==> src/rtl/alu_pkg.sv <==
// rtl/alu_pkg.sv - shared opcodes, opcode legality check and issuer FSM state encoding
// Ports: none (package).
package alu_pkg;

    localparam logic [3:0] OP_ADD = 4'b0000;
    localparam logic [3:0] OP_SUB = 4'b0010;
    localparam logic [3:0] OP_AND = 4'b0100;
    localparam logic [3:0] OP_OR  = 4'b0101;
    localparam logic [3:0] OP_XOR = 4'b0110;
    localparam logic [3:0] OP_NOR = 4'b0111;
    localparam logic [3:0] OP_SLT = 4'b1010;

    typedef enum logic [1:0] {
        IDLE = 2'd0,
        WAIT = 2'd1,
        RESP = 2'd2
    } issuer_state_t;

    function automatic logic op_is_legal(input logic [3:0] op);
        case (op)
            OP_ADD, OP_SUB, OP_AND, OP_OR, OP_XOR, OP_NOR, OP_SLT: return 1'b1;
            default:                                               return 1'b0;
        endcase
    endfunction

endpackage

==> src/rtl/alu_cmd_fifo.sv <==
// rtl/alu_cmd_fifo.sv - synchronous command FIFO with extra-MSB pointers
// Ports: clk, reset (sync, active-high); push/wdata write side; pop/rdata read side
//        (rdata shows the head combinationally); full, empty status.
module alu_cmd_fifo #(
    parameter int WIDTH = 72,
    parameter int DEPTH = 4
) (
    input  logic             clk,
    input  logic             reset,
    input  logic             push,
    input  logic [WIDTH-1:0] wdata,
    input  logic             pop,
    output logic [WIDTH-1:0] rdata,
    output logic             full,
    output logic             empty
);

    localparam int AW = $clog2(DEPTH);

    logic [WIDTH-1:0] mem [DEPTH];
    logic [AW:0]      wptr;
    logic [AW:0]      rptr;
    logic             do_push;
    logic             do_pop;

    // Same index with differing wrap bit means the writer is a full lap ahead.
    assign full    = (wptr[AW] != rptr[AW]) && (wptr[AW-1:0] == rptr[AW-1:0]);
    assign empty   = (wptr == rptr);
    assign do_push = push && !full && !reset;
    assign do_pop  = pop && !empty;
    assign rdata   = mem[rptr[AW-1:0]];

    always_ff @(posedge clk) begin
        if (do_push) begin
            mem[wptr[AW-1:0]] <= wdata;
        end
    end

    always_ff @(posedge clk) begin
        if (reset) begin
            wptr <= '0;
            rptr <= '0;
        end else begin
            if (do_push) begin
                wptr <= wptr + {{AW{1'b0}}, 1'b1};
            end
            if (do_pop) begin
                rptr <= rptr + {{AW{1'b0}}, 1'b1};
            end
        end
    end

endmodule

==> src/rtl/alu_cmd_issuer.sv <==
// rtl/alu_cmd_issuer.sv - buffers tagged ALU commands and issues them one at a time
// Ports: clk, reset (sync, active-high)
//        cmd_valid/cmd_ready/cmd_op/cmd_a/cmd_b/cmd_tag   upstream command port
//        alu_A/alu_B/alu_Opcode -> ALU, alu_result <- ALU (ALU_LAT cycles later)
//        rsp_valid/rsp_ready/rsp_result/rsp_tag/rsp_err    downstream response port
module alu_cmd_issuer
    import alu_pkg::*;
#(
    parameter int DEPTH   = 4,
    parameter int TAG_W   = 4,
    parameter int ALU_LAT = 1
) (
    input  logic             clk,
    input  logic             reset,
    input  logic             cmd_valid,
    output logic             cmd_ready,
    input  logic [3:0]       cmd_op,
    input  logic [31:0]      cmd_a,
    input  logic [31:0]      cmd_b,
    input  logic [TAG_W-1:0] cmd_tag,
    output logic [31:0]      alu_A,
    output logic [31:0]      alu_B,
    output logic [3:0]       alu_Opcode,
    input  logic [31:0]      alu_result,
    output logic             rsp_valid,
    input  logic             rsp_ready,
    output logic [31:0]      rsp_result,
    output logic [TAG_W-1:0] rsp_tag,
    output logic             rsp_err
);

    localparam int FW = 4 + 32 + 32 + TAG_W;
    // Wide enough to hold ALU_LAT, never narrower than 2 bits.
    localparam int CW = $clog2(ALU_LAT + 2) + 1;

    logic             fifo_push;
    logic             fifo_pop;
    logic             fifo_full;
    logic             fifo_empty;
    logic [FW-1:0]    fifo_wdata;
    logic [FW-1:0]    fifo_rdata;

    logic [3:0]       head_op;
    logic [31:0]      head_a;
    logic [31:0]      head_b;
    logic [TAG_W-1:0] head_tag;

    issuer_state_t    state, state_d;
    logic [CW-1:0]    wait_cnt, wait_cnt_d;
    logic [31:0]      alu_a_d, alu_b_d;
    logic [3:0]       alu_op_d;
    logic [31:0]      rsp_result_d;
    logic [TAG_W-1:0] rsp_tag_d;
    logic             rsp_err_d;

    // No push-through when full: a same-cycle pop does not open a slot.
    assign cmd_ready  = !fifo_full && !reset;
    assign fifo_push  = cmd_valid && cmd_ready;
    assign fifo_wdata = {cmd_op, cmd_a, cmd_b, cmd_tag};
    assign {head_op, head_a, head_b, head_tag} = fifo_rdata;

    alu_cmd_fifo #(
        .WIDTH (FW),
        .DEPTH (DEPTH)
    ) u_fifo (
        .clk   (clk),
        .reset (reset),
        .push  (fifo_push),
        .wdata (fifo_wdata),
        .pop   (fifo_pop),
        .rdata (fifo_rdata),
        .full  (fifo_full),
        .empty (fifo_empty)
    );

    assign rsp_valid = (state == RESP);

    always_comb begin
        state_d      = state;
        wait_cnt_d   = wait_cnt;
        alu_a_d      = alu_A;
        alu_b_d      = alu_B;
        alu_op_d     = alu_Opcode;
        rsp_result_d = rsp_result;
        rsp_tag_d    = rsp_tag;
        rsp_err_d    = rsp_err;
        fifo_pop     = 1'b0;

        case (state)
            IDLE: begin
                if (!fifo_empty) begin
                    fifo_pop  = 1'b1;
                    rsp_tag_d = head_tag;
                    if (op_is_legal(head_op)) begin
                        alu_a_d    = head_a;
                        alu_b_d    = head_b;
                        alu_op_d   = head_op;
                        wait_cnt_d = CW'(ALU_LAT);
                        state_d    = WAIT;
                    end else begin
                        // Illegal opcodes never reach the ALU; alu_* keep
                        // the previous operation's values.
                        rsp_err_d    = 1'b1;
                        rsp_result_d = '0;
                        state_d      = RESP;
                    end
                end
            end
            WAIT: begin
                // Counting ALU_LAT down to zero gives ALU_LAT+1 WAIT cycles.
                if (wait_cnt == '0) begin
                    rsp_result_d = alu_result;
                    rsp_err_d    = 1'b0;
                    state_d      = RESP;
                end else begin
                    wait_cnt_d = wait_cnt - {{(CW-1){1'b0}}, 1'b1};
                end
            end
            RESP: begin
                if (rsp_ready) begin
                    state_d = IDLE;
                end
            end
            default: begin
                state_d = IDLE;
            end
        endcase
    end

    always_ff @(posedge clk) begin
        if (reset) begin
            state      <= IDLE;
            wait_cnt   <= '0;
            alu_A      <= '0;
            alu_B      <= '0;
            alu_Opcode <= '0;
            rsp_result <= '0;
            rsp_tag    <= '0;
            rsp_err    <= 1'b0;
        end else begin
            state      <= state_d;
            wait_cnt   <= wait_cnt_d;
            alu_A      <= alu_a_d;
            alu_B      <= alu_b_d;
            alu_Opcode <= alu_op_d;
            rsp_result <= rsp_result_d;
            rsp_tag    <= rsp_tag_d;
            rsp_err    <= rsp_err_d;
        end
    end

endmodule

==> config.mk <==
export PLATFORM = sky130hd
export DESIGN_NAME = alu_cmd_issuer
export DESIGN_NICKNAME = d
export VERILOG_FILES = /design/src/rtl/alu_pkg.sv /design/src/rtl/alu_cmd_fifo.sv /design/src/rtl/alu_cmd_issuer.sv
export SDC_FILE = /design/constraint.sdc
export NUM_CORES = 1
export LEC_CHECK = 0
export CAP_MARGIN = 20
export CORE_MARGIN = 2
export CORE_UTILIZATION = 35
export DETAILED_ROUTE_END_ITERATION = 10
export PLACE_DENSITY = 0.63
export REMOVE_ABC_BUFFERS = 1
export SYNTH_ARGS = -nofsm -noshare
export SYNTH_HDL_FRONTEND = slang
export SYNTH_HIERARCHICAL = 1
export SYNTH_SLANG_ARGS = --single-unit
export TNS_END_PERCENT = 30
==> constraint.sdc <==
create_clock -name clk -period 4.9 [get_ports clk]
set_clock_uncertainty 0.05 [all_clocks]
set_input_delay 0.735 -clock clk [delete_from_list [all_inputs] [get_ports clk]]
set_output_delay 0.735 -clock clk [all_outputs]
set_load 0.005 [all_outputs]
Word-level counts from Yosys, hierarchy flattened --
Memory sizes are Yosys's and may differ from the RTL's. A register that Yosys moved wholly into a read port is not among the register bits. Cells that the tools add are included. Widths: inputs -> output; s select.
Operators by class: add/sub/neg operators 3, equality and inequality tests 17, multiplexer cells 26, bitwise logic cells 1, reductions and logical operators 19
Operators with widths (count):
- $mux 32 | 3
- $pmux 32 s2 | 1
- $eq 4x3->1 const B | 4
- $mux 2 | 6
- $mux 1 | 10
- $ne 2x2->1 const B | 5
- $mux 3 | 3
- $reduce_and 4->1 | 2
- $reduce_or 7->1 | 1
- $add 3x1->3 const B | 2
- $logic_and 1x1->1 | 6
- $pmux 2 s3 | 1
- $pmux 3 s2 | 1
- $reduce_and 3->1 | 2
- $eq 4x2->1 const B | 1
- $eq 4x4->1 const B | 1
- $logic_not 4->1 | 1
- $eq 3x3->1 | 1
- $logic_not 1->1 | 3
- $logic_not 3->1 | 1
- $sub 3x1->3 const B | 1
- $eq 2x1->1 const B | 1
- $eq 2x2->1 | 1
- $eq 2x2->1 const B | 1
- other kinds (7) | 7
Storage, ports and cells: flip-flop bits (word level) 116, bits in writable memories 288, logic and storage cells 77, memories 1
Memory list:
- u_fifo.mem | depth 4, bits a word 72, read ports 1, clocked after Yosys merged registers in 1, wr ports 1, RTL line alu_cmd_fifo.sv:20 | logic [WIDTH-1:0] mem [DEPTH];

Longest topological paths before layout --
depth in word-level cells 9, depth in mapped cells 11, gate-level depth less buffers 8

Modules after synthesis --
Netlist, hierarchy kept.
Modules (own cells, without submodules):
- alu_cmd_fifo | times used 1, cells an instance 446, area an instance 11157.0 um2, seq. area each 8808.4 um2
- alu_cmd_issuer | times used 1, cells an instance 433, area an instance 3857.4 um2, seq. area each 2202.1 um2

Least setup slack after synthesis --
OpenSTA, ideal clock, no wires.
path type input to register, start input port reset, end memory u_fifo.mem[3][0] (enable), setup time 438 ps, data arrival time 3275 ps, required time 4412 ps, path slack 1138 ps, cell stages on the path 6, buffers on the path 2, cells stage by stage clkbuf_1 nor2_1 and2_1 clkbuf_1 and2_1 and2_1
On the way: cells in the longest elaborated chain, start to end 7
Ends and longest elaborated chain:
- from (decl) | RTL line alu_cmd_issuer.sv:14 | input logic reset,
- $logic_not 1->1 | RTL line alu_cmd_issuer.sv:57 | assign cmd_ready = !fifo_full && !reset;
- $logic_and 1x1->1 | RTL line alu_cmd_issuer.sv:57
- net cmd_ready | RTL line alu_cmd_issuer.sv:16 | output logic cmd_ready,
- $logic_and 1x1->1 | RTL line alu_cmd_issuer.sv:58 | assign fifo_push = cmd_valid && cmd_ready;
- net fifo_push | RTL line alu_cmd_issuer.sv:36 | logic fifo_push;
- $logic_and 1x1->1 (2 in series) | RTL line alu_cmd_fifo.sv:29 | assign do_push = push && !full && !reset;
- $mux 1 | RTL line alu_cmd_fifo.sv:34 | if (do_push) begin
- $mux 1 (implied by the code) | RTL line alu_cmd_fifo.sv:35 | mem[wptr[AW-1:0]] <= wdata;
- to (decl) | RTL line alu_cmd_fifo.sv:20
The timed path passes the listed nets, and every way through them passes these cells.

Worst setup path after layout --
start register u_fifo.wptr[2], end memory u_fifo.mem[2][57] (enable)
On the way: cells in the longest elaborated chain, start to end 9
Ends and longest elaborated chain:
- from (decl) | RTL line alu_cmd_fifo.sv:21 | logic [AW:0] wptr;
- from (signal assigned) | RTL line alu_cmd_fifo.sv:45 | wptr <= wptr + {{AW{1'b0}}, 1'b1};
- $ne 1x1->1 | RTL line alu_cmd_fifo.sv:27 | assign full = (wptr[AW] != rptr[AW]) && (wptr[AW-1:0] == rptr[AW-1:0]);
- $logic_and 1x1->1 | RTL line alu_cmd_fifo.sv:27
- net fifo_full | RTL line alu_cmd_issuer.sv:38 | logic fifo_full;
- $logic_not 1->1 | RTL line alu_cmd_issuer.sv:57
- $logic_and 1x1->1 | RTL line alu_cmd_issuer.sv:57
- $logic_and 1x1->1 | RTL line alu_cmd_issuer.sv:58
- net fifo_push | RTL line alu_cmd_issuer.sv:36
- $logic_and 1x1->1 (2 in series) | RTL line alu_cmd_fifo.sv:29
- $mux 1 | RTL line alu_cmd_fifo.sv:34
- $mux 1 (implied by the code) | RTL line alu_cmd_fifo.sv:35
The timed path passes the listed nets, and every way through them passes these cells.

==> results.py <==
metrics = {
    "clock_network": {
        "post_cts_buffers": 0,
        "ctsRootBufferMaster": "clkbuf_16",
        "cts.repair.resized": 0,
        "htree_num_levels": 2,
        "cts_buffer_depth": 3,
        "cts_hold_buf": 0,
        "clk_latency_ns": 0.58,
        "numCtsBuffers": 44,
        "cts.sinks": 406,
        "clk_pin_slew_ns": 0.06,
        "cts_tree": "yes",
    },
    "min_path": {
        "hp-class": "flop to flop",
        "min_path_cells": 2,
        "min_from": "alu_B[26]",
        "min_to": "alu_B[26]",
    },
    "run": {
        "max_cap_viol_count": 0,
    },
    "worst_setup_path": {
        "path_class": "flop to flop",
        "r2r_cells": 6,
        "r2r_start": "u_fifo/wptr[2]",
        "reg2reg_to": "u_fifo/mem[2][57]",
        "r2r_slack_ns": 1.76,
        "cpMaxStageDelayCell": "and3_4",
        "startpoint_type": "flop",
        "cp.required_ns": 5.11,
        "crit_path_frequent_cell": "nor2_1",
        "crit_path_end_kind": "flop",
        "crit_arrival_ns": 3.35,
        "path_max_fanout": 66,
        "crit_chain": "xnor2_1 -> nor2_1 -> nor2_1 -> and2_1 -> and3_4 -> buf_4",
        "critical-path-max-stage-delay_ns": 0.97,
    },
    "floorplanning": {
        "row_count": 75,
        "start_util_pct": 35.6,
        "core_area_um2": 42100,
        "ios": 215,
        "die_w_um": 211,
        "die_h_um": 211,
        "dieArea_um2": 44600,
    },
    "sta": {
        "relSlewSlack_pct": 28.1,
        "hold_viol": 0,
        "slew_violations": 0,
        "grt_setup_unrepaired": "no",
        "worstMarginPinSlew_ns": 1.08,
        "period_share_pct": 64.0,
        "finalSetupViolations": 0,
        "max_freq_ghz": 0.319,
        "fin_crit_ns": 3.14,
    },
    "logic_synthesis": {
        "syn_inst": 879,
        "synth_edf_count": 288,
        "synth_area_um2": 15000,
        "ys_seq_elements": 406,
        "yosys_warnings": 6,
        "synth_ff_type": "edfxtp_1",
        "avgSynthCellArea_um2": 17.1,
        "synth_async_sr_flop_share_pct": 0,
        "yosysMostFrequentCell": "edfxtp_1",
        "ys_types": 50,
        "synthTopCellsByCount": "288 x edfxtp_1, 141 x nand2_1, 118 x dfxtp_1",
        "synth_top_cell_area_share_pct": 57.6,
        "yosysTopAreaCell": "edfxtp_1",
        "synth.area.top_cells": "edfxtp_1 58%, dfxtp_1 16%, mux4_2 8.0%",
        "seq_area_frac_synth_pct": 73.3,
    },
    "pwr": {
        "ir_drop_v": 0.000299,
        "power.leakage_nw": 6.19,
        "power_density_nw_per_um2": 489,
        "totalPowerFinal_mw": 9.37,
    },
    "layout": {
        "drive_gt1_share_pct": 13.6,
        "final_cell_count_no_fill": 1677,
        "nNetsFinal": 1215,
        "syn_to_final_growth_pct": 27.7,
        "utilization_pct": 45.5,
        "stdcell_area_um2": 19200,
    },
    "global_routing": {
        "grt_remaining_overflow": 0,
        "grt_pass1_wl_um": 49800,
        "track_usage_pct": 14.7,
        "first_global_vias": 8638,
        "antenna_found_initial": 3,
        "grt_max_degree": 67,
    },
    "detailed_routing": {
        "via_count": 8338,
        "ant_nets": 0,
        "via_per_inst": 4.97,
        "drc": 0,
        "drt-total-wl_um": 32900,
        "detail_route.wl_per_cell_um": 19.6,
        "drtIter0Drc": 457,
        "firstDrtPassIters": 4,
    },
    "place": {
        "port_buffers": 214,
        "dp.cells": 1593,
        "dp_hpwl_um": 20000,
        "dpl-instance-area_um2": 17600,
        "gp_congestion": 0.731,
    },
    "outcome": {
        "status": "complete, no violations",
    },
}
[how the worst max path moves through the flow]
stage	start	end	slack, ns	cells past startpoint
3_5_place_dp	reset	u_fifo/mem[2][26]	1.59	5
5_1_grt	u_fifo/wptr[2]	u_fifo/mem[2][45]	1.48	6
3_3_place_gp	reset	u_fifo/mem[2][8]	1.60	5
6_report	u_fifo/wptr[2]	u_fifo/mem[2][57]	1.76	6
4_1_cts	u_fifo/wptr[2]	u_fifo/mem[2][57]	1.73	6
2_1_floorplan	flop	wait_cnt[0]	-0.70	5
[placed cells by master (no fill, tap or decap), types with 3 or more instances in the layout]
master	n
a21oi_1	73
a22o_1	32
a31oi_1	3
and3_4	3
buf_4	14
bufinv_16	8
clkbuf_1	5
clkbuf_16	44
clkbuf_8	4
clkdlybuf4s50_1	213
clkinv_1	5
clkinv_2	9
clkinvlp_4	3
dfxtp_1	116
edfxtp_1	288
ha_1	7
inv_1	8
mux4_1	19
mux4_2	53
nand2_1	141
nand2b_1	4
nand3_1	4
nand4_1	3
nor2_1	9
nor2b_1	3
nor3_1	4
nor3b_1	5
o211ai_1	4
o21ai_0	6
xor2_1	3
[kinds of logic after synthesis]
kind of cell               share of synthesized area, %
muxes                                              11.3
xor gates and xnor gates                          0.508
adders and majority gates                         0.583
DFF                                                73.3
and+or+nand+nor                                    5.51
AOI/OAI and AO/OA                                  5.89
buffers and inverters                              2.90
[worst max-delay path: cells and delay by family (launching register included)]
kind                      cells  cell delay [ns]
and+or+nand+nor               4             1.56
xor gates and xnor gates      1             0.56
DFF                           1             0.36
buffers and inverters         1             0.32
[layer usage]
layer | track usage (%) | vias up | share of wire (%)
li1 | - | 3854 | -
met1 | 19.6 | 4164 | 45
met2 | 23.5 | 258 | 46
met3 | 3.97 | 58 | 6.8
met4 | 4.74 | 4 | 2.1
met5 | 0 | - | 0.085
[state kept, by name (all words and copies together), names as in the netlist, 3 cells and up, named ones only]
name / flops
alu_A: 32
alu_B: 32
alu_Opcode: 4
rsp_result: 32
rsp_tag: 4
u_fifo/mem: 288
u_fifo/rptr: 3
u_fifo/wptr: 3
wait_cnt: 3
[where the power goes]
group | internal (mW) | switching [mW]
logic | 0.882 | 0.865
registers | 3.91 | 0.179
clock network | 2.15 | 1.38
total | 6.94 | 2.42
[stage by stage]
stage	setup TNS, ns	worst slack [ns]	hold WS, ns
floorplan	-58.00	-0.700	0.382
global placement	0	1.60	0.396
detailed placement	0	1.59	0.397
CTS	0	1.73	0.406
global route	0	1.48	0.423
finish	0	1.76	0.403
[layout make-up]
| cell class | instances | area [um2] |
|---|---|---|
| Inverter | 8 | 30.0 |
| Antenna cell | 2 | 5.00 |
| Fill cell | 3651 | 23000 |
| Clock buffer | 53 | 1170 |
| Timing Repair Buffer | 228 | 2260 |
| Multi-Input combinational cell | 412 | 3600 |
| Clock inverter | 29 | 402 |
| Sequential cell | 406 | 11000 |
| Tap cell | 539 | 674 |
Note: power is estimated with default switching activity, not from simulation.
